[src/rtl/alu_exec_unit.sv]
// alu_exec_unit
// Registered execute stage for the 32-bit MIPS datapath. It decodes
// ALUOp/opcode/funct into a 4-bit operation code, computes the ALU result and
// registers it behind a valid/ready output, with a valid/ready input.
//
// Optional feature: define ALU_EXEC_MULDIV_EN to add an iterative shift-add
// multiplier (mult/multu), HI/LO registers and mfhi/mflo. While a multiply is
// in flight, issue is stalled and busy is high.
//
// Ports:
//   clk, rst_n           clock, asynchronous active-low reset
//   in_valid, in_ready   issue handshake
//   alu_op/opcode/funct  control fields for decode
//   src_a, src_b, shamt  operands
//   out_valid, out_ready result handshake
//   result, alu_cnt      registered result and decoded operation code
//   zero, overflow       result == 0; signed overflow for add/addi/sub
//   busy                 multi-cycle operation in progress
module alu_exec_unit #(
  parameter int WIDTH = 32,
  parameter int SH_W  = $clog2(WIDTH)
) (
  input  logic             clk,
  input  logic             rst_n,
  input  logic             in_valid,
  output logic             in_ready,
  input  logic [1:0]       alu_op,
  input  logic [5:0]       opcode,
  input  logic [5:0]       funct,
  input  logic [WIDTH-1:0] src_a,
  input  logic [WIDTH-1:0] src_b,
  input  logic [SH_W-1:0]  shamt,
  output logic             out_valid,
  input  logic             out_ready,
  output logic [WIDTH-1:0] result,
  output logic [3:0]       alu_cnt,
  output logic             zero,
  output logic             overflow,
  output logic             busy
);

  typedef enum logic [3:0] {
    OP_ADD  = 4'b0000, OP_SUB  = 4'b0001, OP_AND  = 4'b0010, OP_OR   = 4'b0011,
    OP_XOR  = 4'b0100, OP_NOR  = 4'b0101, OP_SLT  = 4'b0110, OP_SLTU = 4'b0111,
    OP_SRL  = 4'b1000, OP_SLL  = 4'b1001, OP_MUL  = 4'b1010, OP_MFHI = 4'b1011,
    OP_MFLO = 4'b1100
  } alu_cnt_t;

  alu_cnt_t         dec_cnt, cnt_q;
  logic             ovf_en, dec_mul, dec_signed;
  logic [WIDTH-1:0] sum, diff, alu_res;
  logic             alu_ovf;
  logic             out_free, accept, mul_wr;
  logic [WIDTH-1:0] mul_lo;

  // Decode
  always_comb begin
    dec_cnt    = OP_ADD;
    ovf_en     = 1'b0;
    dec_mul    = 1'b0;
    dec_signed = 1'b0;
    case (alu_op)
      2'b00: begin
        case (funct)
          6'b100000: begin dec_cnt = OP_ADD; ovf_en = 1'b1; end
          6'b100001: dec_cnt = OP_ADD;
          6'b100010: begin dec_cnt = OP_SUB; ovf_en = 1'b1; end
          6'b100011: dec_cnt = OP_SUB;
          6'b100100: dec_cnt = OP_AND;
          6'b100101: dec_cnt = OP_OR;
          6'b100110: dec_cnt = OP_XOR;
          6'b100111: dec_cnt = OP_NOR;
          6'b101010: dec_cnt = OP_SLT;
          6'b101011: dec_cnt = OP_SLTU;
          6'b000010: dec_cnt = OP_SRL;
          6'b000000: dec_cnt = OP_SLL;
`ifdef ALU_EXEC_MULDIV_EN
          6'b011000: begin dec_mul = 1'b1; dec_signed = 1'b1; end
          6'b011001: dec_mul = 1'b1;
          6'b010000: dec_cnt = OP_MFHI;
          6'b010010: dec_cnt = OP_MFLO;
`endif
          default:   dec_cnt = OP_ADD;
        endcase
      end
      2'b01: begin
        case (opcode)
          6'b001000: begin dec_cnt = OP_ADD; ovf_en = 1'b1; end
          6'b001001: dec_cnt = OP_ADD;
          6'b001100: dec_cnt = OP_AND;
          6'b001101: dec_cnt = OP_OR;
          6'b001110: dec_cnt = OP_XOR;
          6'b001010: dec_cnt = OP_SLT;
          6'b001011: dec_cnt = OP_SLTU;
          default:   dec_cnt = OP_ADD;
        endcase
      end
      2'b10:   dec_cnt = OP_ADD;
      default: dec_cnt = (opcode == 6'b000100 || opcode == 6'b000101) ? OP_SUB : OP_ADD;
    endcase
  end

`ifdef ALU_EXEC_MULDIV_EN
  typedef enum logic [1:0] {IDLE, MUL, WAIT} state_t;

  state_t             state, state_next;
  logic [2*WIDTH-1:0] mcand, acc, step_acc, final_prod, prod_wr;
  logic [WIDTH-1:0]   mplier, hi, lo;
  logic [SH_W:0]      mcnt;
  logic               neg, last_step;

  function automatic logic [WIDTH-1:0] mag(input logic [WIDTH-1:0] v, input logic sgn);
    return (sgn && v[WIDTH-1]) ? -v : v;
  endfunction

  assign step_acc   = acc + (mplier[0] ? mcand : '0);
  assign final_prod = neg ? -step_acc : step_acc;
  assign last_step  = (mcnt == (SH_W+1)'(1));
  // WAIT already holds the signed product in acc; MUL writes it on the fly.
  assign prod_wr    = (state == WAIT) ? acc : final_prod;
  assign mul_lo     = prod_wr[WIDTH-1:0];
  assign in_ready   = (state == IDLE) && out_free;
  assign busy       = (state != IDLE);

  always_comb begin
    state_next = state;
    mul_wr     = 1'b0;
    case (state)
      IDLE: if (accept && dec_mul) state_next = MUL;
      MUL: begin
        if (last_step) begin
          if (out_free) begin
            mul_wr     = 1'b1;
            state_next = IDLE;
          end else begin
            state_next = WAIT;
          end
        end
      end
      WAIT: begin
        if (out_free) begin
          mul_wr     = 1'b1;
          state_next = IDLE;
        end
      end
      default: state_next = IDLE;
    endcase
  end

  always_ff @(posedge clk or negedge rst_n) begin
    if (!rst_n) begin
      state  <= IDLE;
      mcand  <= '0;
      mplier <= '0;
      acc    <= '0;
      mcnt   <= '0;
      neg    <= 1'b0;
      hi     <= '0;
      lo     <= '0;
    end else begin
      state <= state_next;
      if (accept && dec_mul) begin
        mcand  <= (2*WIDTH)'(mag(src_a, dec_signed));
        mplier <= mag(src_b, dec_signed);
        acc    <= '0;
        mcnt   <= (SH_W+1)'(WIDTH);
        neg    <= dec_signed && (src_a[WIDTH-1] ^ src_b[WIDTH-1]);
      end else if (state == MUL) begin
        acc    <= last_step ? final_prod : step_acc;
        mcand  <= mcand << 1;
        mplier <= mplier >> 1;
        mcnt   <= mcnt - 1'b1;
      end
      if (mul_wr) {hi, lo} <= prod_wr;
    end
  end
`else
  assign in_ready = out_free;
  assign busy     = 1'b0;
  assign mul_wr   = 1'b0;
  assign mul_lo   = '0;
`endif

  assign out_free = !out_valid || out_ready;
  assign accept   = in_valid && in_ready;
  assign sum      = src_a + src_b;
  assign diff     = src_a - src_b;

  always_comb begin
    alu_res = '0;
    case (dec_cnt)
      OP_SUB:  alu_res = diff;
      OP_AND:  alu_res = src_a & src_b;
      OP_OR:   alu_res = src_a | src_b;
      OP_XOR:  alu_res = src_a ^ src_b;
      OP_NOR:  alu_res = ~(src_a | src_b);
      OP_SLT:  alu_res[0] = $signed(src_a) < $signed(src_b);
      OP_SLTU: alu_res[0] = src_a < src_b;
      OP_SRL:  alu_res = src_b >> shamt;
      OP_SLL:  alu_res = src_b << shamt;
`ifdef ALU_EXEC_MULDIV_EN
      OP_MFHI: alu_res = hi;
      OP_MFLO: alu_res = lo;
`endif
      default: alu_res = sum;
    endcase
  end

  always_comb begin
    alu_ovf = 1'b0;
    if (ovf_en) begin
      if (dec_cnt == OP_SUB)
        alu_ovf = (src_a[WIDTH-1] != src_b[WIDTH-1]) && (diff[WIDTH-1] != src_a[WIDTH-1]);
      else
        alu_ovf = (src_a[WIDTH-1] == src_b[WIDTH-1]) && (sum[WIDTH-1] != src_a[WIDTH-1]);
    end
  end

  always_ff @(posedge clk or negedge rst_n) begin
    if (!rst_n) begin
      out_valid <= 1'b0;
      result    <= '0;
      cnt_q     <= OP_ADD;
      overflow  <= 1'b0;
    end else if (accept && !dec_mul) begin
      out_valid <= 1'b1;
      result    <= alu_res;
      cnt_q     <= dec_cnt;
      overflow  <= alu_ovf;
    end else if (mul_wr) begin
      out_valid <= 1'b1;
      result    <= mul_lo;
      cnt_q     <= OP_MUL;
      overflow  <= 1'b0;
    end else if (out_valid && out_ready) begin
      out_valid <= 1'b0;
    end
  end

  assign alu_cnt = cnt_q;
  assign zero    = (result == '0);

endmodule

[config.mk]
export PLATFORM = sky130hd
export DESIGN_NAME = alu_exec_unit
export DESIGN_NICKNAME = d
export VERILOG_FILES = /design/src/rtl/alu_exec_unit.sv
export SDC_FILE = /design/constraint.sdc
export NUM_CORES = 1
export LEC_CHECK = 0
export BUFFER_PORTS_ARGS = -buffer_cell sky130_fd_sc_hd__buf_2
export CORE_UTILIZATION = 35
export CTS_CLUSTER_SIZE = 24
export DETAILED_ROUTE_END_ITERATION = 8
export GPL_ROUTABILITY_DRIVEN = 0
export PLACE_DENSITY = 0.63
export SYNTH_ARGS = -nofsm -noshare
export SYNTH_HDL_FRONTEND = slang
export SYNTH_SLANG_ARGS = --single-unit
[constraint.sdc]
create_clock -name clk -period 3.4 [get_ports clk]
set_input_delay 0.68 -clock clk [delete_from_list [all_inputs] [get_ports clk]]
set_output_delay 0.68 -clock clk [all_outputs]
set_load 0.02 [all_outputs]
## After elaboration in Yosys (flattened, before gate mapping)

Index checks and enable logic that the tools add are counted.

- Equality and inequality tests: 33
- Bitwise gates (word level): 4
- Order comparisons: 2
- Shift operators: 2
- Reductions and logical operators: 14
- $add $sub $neg: 2
- Mux-type cells: 13

Operators with widths:

| operator | number |
|---|---|
| case mux 31 bit (8 select lines) | 1 |
| less-than comparator 32 bit | 2 |
| == test 6 bit, second input constant | 9 |
| == test 6 x 4 -> 1 bit, second input constant | 6 |
| case mux 4 bit (9 select lines) | 1 |
| adder 32 bit | 1 |
| bitwise AND 32 bit | 1 |
| logical NOT 32 bit | 1 |
| inverter 32 bit | 1 |
| bitwise OR 32 bit | 1 |
| left shift 32 x 5 -> 32 bit | 1 |
| right shift 32 x 5 -> 32 bit | 1 |
| subtractor 32 bit | 1 |
| bitwise XOR 32 bit | 1 |
| == test 4 x 3 -> 1 bit, second input constant | 4 |
| case mux 3 bit (5 select lines) | 1 |
| == test 6 x 3 -> 1 bit, second input constant | 2 |
| case mux 4 bit (3 select lines) | 1 |
| case mux 1 bit (9 select lines) | 1 |
| == test 4 x 2 -> 1 bit, second input constant | 2 |
| == test 4 bit, second input constant | 2 |
| two-way mux 1 bit | 7 |
| == test 6 x 2 -> 1 bit, second input constant | 1 |
| logical NOT 6 bit | 1 |
| 12 further kinds | 20 |

- Output and inout bits: 41
- Register bits: 38
- Word-level logic and storage cells: 74
- Bits of input ports: 87

## Depth between registers and ports, before layout

Gate-level depths: netlist (run 1).

- Depth in word-level cells: 7
- Gate-level depth with buffers: 13
- Depth with buffers taken out: 13

## Worst setup path before layout (run 1)

No wires, ideal clock.

- Kind: input-to-reg
- From: input port src_b[6]
- To: register result[28]
- Arrival: 3.324 ns
- Buffers on the path: 1
- Stages: 11
- Setup slack: -0.062 ns
- Required time: 3.262 ns
- Setup time: 0.138 ns
- Path through: inv_1 -> ha_1 -> buf_6 -> or4_4 -> or4_1 -> a31oi_1 -> o21ai_1 -> o21ai_1 -> mux2_1 -> a211oi_1 -> o221ai_1

- Word-level cells in the longest chain between the ends: 2
- Elaborated cells between the ends (all ways): 5
- Classes of those cells: add/sub (2); shift (2); mux (1)

RTL lines:

| element | RTL line | text |
|---|---|---|
| start: declaration | 31 | `input logic [WIDTH-1:0] src_b,` |
| adder 32 bit, or another cell as far along | 186 | `assign sum = src_a + src_b;` |
| case mux 31 bit (8 select lines) (*) | 191 | `case (dec_cnt)` |
| end signal: assignment | 227 | `result <= alu_res;` |
| end signal: assignment | 232 | `result <= mul_lo;` |
| end: declaration | 35 | `output logic [WIDTH-1:0] result,` |

Mark *: on every way between the ends. The rest lies on a longest branch, timed or not.
A chain may end at the register's enable or synchronous reset.

## Final worst setup path (run 1)

- From: input port alu_op[1]
- To: register result[22]

- Word-level cells in the longest chain between the ends: 5
- Elaborated cells between the ends (all ways): 15
- Classes of those cells: eq/ne (11); mux (2); reduce/logical (2)

RTL lines:

| element | RTL line | text |
|---|---|---|
| start: declaration | 27 | `input logic [1:0] alu_op,` |
| == test 2 bit, or another cell as far along | 62 | `case (alu_op)` |
| case mux 4 bit (3 select lines) (*) | 62 |  |
| == test 4 x 3 -> 1 bit | 191 |  |
| OR reduction 2 bit (no line) | - |  |
| case mux 31 bit (8 select lines) (*) | 191 |  |

Marked as above.

==> results by group, run 1 <==
Place
  – Placed instance count: 2,060
  – Post-detail-place hpwl: 39,000 um
  – PortBufs: ~130
  – Placed Instance Area: 12,900 um^2
  – Place WS: -0.379 ns

Routing
  – Post-Route WL: 47,500 um
  – Drt pass-1 iters: 8
  – DRC Markers: 0
  – Vias per cell: 6.24
  – Via Count: 12,900
  – DR iter-0 viols: 1,767
  – Antenna violation net count after detailed routing: 0
  – Wire length per cell: 23.0 um

STA
  – Fin. Hold Viols: 0
  – Slew Limit Fails: 0
  – Fmax: 299 MHz
  – # setup viols final: 0
  – Final Skew: 0.00623 ns
  – Final min period: 3.34 ns
  – Worst slew margin: ~40%
  – Worst slew pin tran: 0.882 ns
  – Worst Slack Setup Final: 0.0608 ns
  – Final worst path period share: between 90 and 100%

GRT
  – Pin count of the biggest net entering global routing: 62
  – Tot GR Track Use: a little under a third
  – Vias in the first global route: between 10,000 and 15,000
  – Initial antenna violation count: 2
  – Total congestion overflow: 0
  – First-pass GRT wire length: 70,300 um

Power and ir drop
  – Static Leak: 5.98 nW
  – Register share of total power: approximately 19%
  – P per Cell Area: 261 nW/um^2
  – Logic pwr share: 63.7%
  – Sw power: 1.60 mW
  – Sw frac: ~46%
  – Clk pwr share: 17.7%
  – Int Pwr: 1.87 mW
  – Peak supply drop: approximately 0.00017 V
  – Final Power: 3.46 mW

Die
  – Starting density of the core: 35.8%
  – Die Height: 174 um
  – Die area: 30,200 um^2
  – I/O pin cnt: 128
  – Die Width: around 170 um
  – Core Region: 28,900 um^2
  – FP Rows: 62

Critical path
  – Slowest CP cell: a221oi_1
  – Crit path max fanout: 7
  – Critical path type: input pin to register
  – Setup crit end kind: register
  – CP most frequent cell: buf_4
  – Worst Path Required: 3.51 ns
  – Cells on worst reg2reg path: 5
  – Critical path, cell by cell: buf_2, or3_1, nor3_1, nor3_2, buf_4, nand2_1, nor2_1, buf_4, a221o_1, a221oi_1, a41oi_1
  – CP peak stage delay: roughly 0.5 ns
  – CP startpoint kind: input pin
  – Critical Path AT: between 3 and 4 ns

Cells and area
  – Layout area overhead: 28.5%
  – Inserted Diodes: 0
  – Final core occ: 46.0%
  – Final instance area: 13,300 um^2
  – Share of cells above drive strength 1: between 20% and 30%
  – Fillers: 2,931
  – Final instance count without filler cells: 2,067
  – Fin nets: 1,867

Clocking
  – Clk pin slew, worst setup/hold paths: around 0.06 ns
  – Clk_lat worst skew: 0.28 ns
  – CTS Buffer Depth: 2
  – H-tree depth: 2
  – Number of buffers created by CTS: 5
  – Post-CTS Setup Bufs: 0
  – CTS tree: yes
  – Clock sinks: 38
  – CTS Root Cell: clkbuf_16

Run status
  – Outcome: complete, no violations

Yosys
  – Syn_area_per_cell: 7.30 um^2
  – Synthesis Warnings: 0
  – Post-Syn Instances: roughly 1,400
  – Syn nets: 1,601
  – Synth Cell Area: 10,300 um^2
  – Post-synthesis sequential area ratio: approximately 9%
  – Post-synth EDFFs: 0
  – Most used DFF post-synth: dfrtp_1
  – Yosys top cell by area: ha_1
  – Top cells by area, synth: ha_1 (12%), mux4_2 (10%), dfrtp_1 (9.2%)
  – Post-synth top area share: 11.6%
  – Synth unique cells: 86
  – Async set-or-reset flop fraction in the synthesized netlist: 100%
  – Seq cells post-synth: 38

Min path
  – Hold depth: 2
  – Hold Crit Class: register to register

Job
  – # Max-Cap Violations: 0
==> synthesized netlist by cell type (all sizes together), types with 12 or more instances <==
cell	count
a211oi	27
a21oi	131
a31oi	15
mux2	12
a21o	18
buf	40
clkbuf	70
dfrtp	38
o21bai	13
nor4	17
ha	96
mux4	48
o21ai	96
nand3	26
nand2	123
a221oi	17
nor2b	15
nor2	163
nor3	39
o211ai	15
inv	94
o31ai	15
o22ai	25
mux2i	61
xnor2	20
==> sequential cells by signal, indices dropped and copies added (netlist names) <==
name       flops
alu_cnt        4
out_valid      1
overflow       1
result        32
==> layout make-up <==
class                      instances  area (um^2)  area share, %
tap                              384          480           3.62
timing repair buffer             369         2540           19.1
inverter                          94          358           2.69
clock buffer                       5          125          0.942
clock inverter                     3         68.8          0.518
multi-input combinational       1174         8760           65.9
sequential                        38          951           7.16
==> power by group through the flow <==
stage | Clock (mW) | Sequential [mW] | Combinational (mW)
2_1_floorplan | 0 | 0.729 | 1.12
3_3_place_gp | 0 | 0.647 | 2.08
5_1_grt | 0.634 | 0.656 | 2.34
6_report | 0.614 | 0.643 | 2.21
4_1_cts | 0.620 | 0.644 | 2.11
3_5_place_dp | 0 | 0.651 | 2.10
==> placed cells by master, fill, tap and decap left out, drive strengths merged, types with 9 or more instances in the layout <==
cell / count
a31oi: 15
o21bai: 13
o21ai: 96
a211oi: 27
and3: 9
xnor2: 20
a21o: 18
nand4: 10
mux4: 48
nand3: 26
a221oi: 17
ha: 96
nand2: 123
o22ai: 25
mux2i: 61
a21boi: 9
mux2: 12
a221o: 9
nand2b: 9
inv: 93
buf: 369
nor3b: 9
o211ai: 15
a21oi: 131
nor2: 163
o31ai: 15
nor2b: 15
nor4: 17
dfrtp: 38
nor3: 39
==> path summary, 6_finish.rpt <==
check	end	start	slack, ns
hold / removal	alu_cnt[0]	alu_cnt[0]	0.47
hold reg to reg	alu_cnt[0]	alu_cnt[0]	0.47
max in group asynchronous	result[19]	rst_n	2.33
setup / recovery	result[22]	alu_op[1]	0.06
min in group asynchronous	result[5]	rst_n	0.51
setup reg to reg	result[22]	out_valid	1.05
==> through the flow <==
stage	setup TNS, ns	hold WS [ns]
floorplan	0	0.384
global placement	-2.44	0.462
detailed placement	-2.99	0.466
CTS	-0.0206	0.478
global route	-0.0542	0.519
finish	0	0.469
==> what timing repair did <==
item,in CTS,in global routing
resized for setup,2,31
hold buffers,0,0
setup endpoints to repair,3,8
pin swaps,1,7
==> critical path: cells and delay by family <==
kind	cells	cell delay [ns]
compound gates	3	1.07
buf+inv	3	0.53
simple gates	5	1.15
==> metal layers <==
layer  vias up  track usage [%]  wire length [um]
met5         -                0                12
met4         2             12.0              2120
met3       145             8.88              6650
met2       916             44.0             19400
met1      6046             41.3             19300
li1       5794                -                 -
==> cell families after synthesis <==
family                     count (synthesis)  synth area share [%]
AOI/OAI and AO/OA                        469                  30.3
xor gates and xnor gates                  27                  2.29
muxes                                    121                  17.7
other                                      1                0.0363
adders and majority gates                 98                  12.0
and+or+nand+nor                          458                  20.7
DFF                                       38                  9.20
buffers and inverters                    204                  7.83
Note: power is estimated with default switching activity, not from simulation.
==> inputs of run 2 (changes only) <==
--- a/config.mk
+++ b/config.mk
@@ -11,6 +11,7 @@
 export DETAILED_ROUTE_END_ITERATION = 8
 export GPL_ROUTABILITY_DRIVEN = 0
 export PLACE_DENSITY = 0.63
+export RECOVER_POWER = 100
 export SYNTH_ARGS = -nofsm -noshare
 export SYNTH_HDL_FRONTEND = slang
 export SYNTH_SLANG_ARGS = --single-unit
==> run 2 against run 1 <==
  * Largest power group unchanged
  * Sequential share of layout area rose by 0.057 points
  * Register-to-register slack got worse by 0.03 ns
  * Count of clock-buffer cells in the layout is the same
  * The run now ends with capacitance limit, slew limit left
  * Clock power about the same
==> results by group, run 2 (same netlist as run 1, synthesis figures left out) <==
STA
  – Final Skew: 0.00623 ns
  – Final min period: 3.35 ns
  – Fmax: 298 MHz
  – Final worst path period share: a little over nine tenths
  – Worst slew margin: -40.3%
  – # setup viols final: 0
  – Fin. Hold Viols: 0
  – Worst slew pin tran: between 2 and 2.5 ns
  – Setup_tns: 0 ns
  – Slew Limit Fails: 39

Critical path
  – Crit path max fanout: 9
  – Critical path type: input pin to register
  – Worst Path Required: between 3 and 4 ns
  – R2R Path Start: out_valid
  – Critical Path AT: 3.53 ns
  – Setup crit start: src_b[14]
  – Setup crit end kind: register
  – Worst reg2reg path endpoint: result[0]
  – CP startpoint kind: input pin
  – R2R setup slack: roughly 1.0 ns
  – Cells on worst reg2reg path: 7

Clocking
  – CTS Buffer Depth: 2
  – Number of buffers created by CTS: 5
  – H-tree depth: 2
  – Clk pin slew, worst setup/hold paths: 0.06 ns
  – Clk_lat worst skew: 0.28 ns
  – CTS tree: yes
  – Hold buffers post-CTS: 0
  – Clock sinks: 38
  – Post-CTS Setup Bufs: 0
  – CTS Root Cell: clkbuf_16

GRT
  – Vias in the first global route: 11,900
  – Initial antenna violation count: 2
  – Tot GR Track Use: between 30 and 40%
  – Total congestion overflow: 0
  – Pin count of the biggest net entering global routing: 62
  – First-pass GRT wire length: roughly 70,000 um

Routing
  – Post-Route WL: 47,400 um
  – DR iter-0 viols: 1,743
  – Vias per cell: 6.27
  – Antenna violation net count after detailed routing: 0
  – Via Count: between 10,000 and 15,000
  – Drt pass-1 iters: 6
  – DRC Markers: 0
  – Wire length per cell: roughly 23 um

Cells and area
  – Area of the multi-input gates: 8750 um^2
  – Largest reg by FF count: result
  – Register area: between 900 and 1000 um^2
  – Layout area overhead: 27.5%
  – Share of cells above drive strength 1: 26.0%
  – Max reg flops: 32
  – Fillers: 2,966
  – Fin nets: roughly 1,900
  – Most common cell after layout, fill and taps aside: buf_4
  – Commonest non-fill, non-tap cells in the layout: buf_4 (222), nor2_1 (161), a21oi_1 (130), nand2_1 (123), ha_1 (91)
  – Final core occ: 45.7%
  – Inserted Diodes: 0

Die
  – Die area: roughly 30,000 um^2
  – Core Region: around 29,000 um^2
  – FP Rows: 62
  – I/O pin cnt: 128
  – Starting density of the core: 35.8%
  – Die Width: 174 um
  – Die Height: 174 um

Min path
  – Hold path start: alu_cnt[0]
  – Hold Crit Class: register to register
  – Hold Path Sink: alu_cnt[0]
  – Hold depth: 2

Run status
  – Outcome: finished, violations left
  – Failing checks: capacitance limit, slew limit

Power and ir drop
  – P per Cell Area: 260 nW/um^2
  – Peak supply drop: 0.000167 V
  – Static Leak: 5.83 nW

Place
  – PortBufs: 126
  – Post-detail-place hpwl: around 40,000 um

Job
  – # Max-Cap Violations: 1
==> run 2: changes by cell type in the layout (fill, tap and decap cells not counted), sizes merged <==
cell / before / now
clkbuf: 5 / 64
buf: 369 / 310
==> run 2: worst max path at each step <==
stage	to	slack (ns)
3_3_place_gp	result[31]	-0.37
5_1_grt	result[30]	-0.05
3_5_place_dp	result[28]	-0.38
4_1_cts	result[31]	-0.02
6_report	result[30]	0.05
2_1_floorplan	result[28]	0.004
==> run 2: layout make-up <==
cell class | instances | area share, %
clock inverter | 3 | 0.522
multi-input combinational | 1174 | 66.4
sequential | 38 | 7.22
inverter | 94 | 2.72
timing repair buffer | 369 | 18.5
clock buffer | 5 | 0.950
tap | 384 | 3.65
==> run 2: repair_timing <==
| item | 4_1_cts | 5_1_grt |
|---|---|---|
| pin swaps | 1 | 7 |
| gates resized for setup | 2 | 31 |
| setup endpoints to repair | 3 | 8 |
==> run 2: through the flow <==
stage / hold WS (ns) / instance area (um^2) / worst slack, ns / instances / total power [mW]
after floorplan: 0.384 / 10300 / 0.00410 / 1416 / 1.85
after global placement: 0.462 / 12900 / -0.371 / 2060 / 2.73
after detailed placement: 0.466 / 12900 / -0.379 / 2060 / 2.75
after CTS: 0.478 / 13100 / -0.0206 / 2068 / 3.38
after global routing: 0.523 / 13200 / -0.0526 / 2067 / 3.60
final: 0.473 / 13200 / 0.0480 / 2067 / 3.43
==> run 2: power by group <==
part | leakage (nW) | switching [mW] | internal (mW)
combinational | 5.29 | 1.30 | 0.868
clock | 0.0940 | 0.194 | 0.422
sequential | 0.444 | 0.102 | 0.543
==> run 2: critical path, cell delays in order <==
cell and delay, ns:
buf_2 0.10, inv_1 0.09, ha_1 0.37, buf_4 0.19
nor3b_1 0.07, nor3_2 0.28, o41ai_2 0.11, a2111o_1 0.44
o21ai_2 0.17, o21ai_1 0.12, buf_4 0.15, o22ai_1 0.28
mux2i_1 0.13, o32a_1 0.33
==> run 2: per-layer routing <==
| metal | vias up | wire, um | track usage [%] |
|---|---|---|---|
| met5 | - | 12 | 0 |
| met4 | 2 | 2040 | 12.0 |
| met3 | 146 | 6620 | 8.88 |
| met2 | 952 | 19500 | 44.0 |
| met1 | 6046 | 19300 | 41.3 |
| li1 | 5805 | - | - |
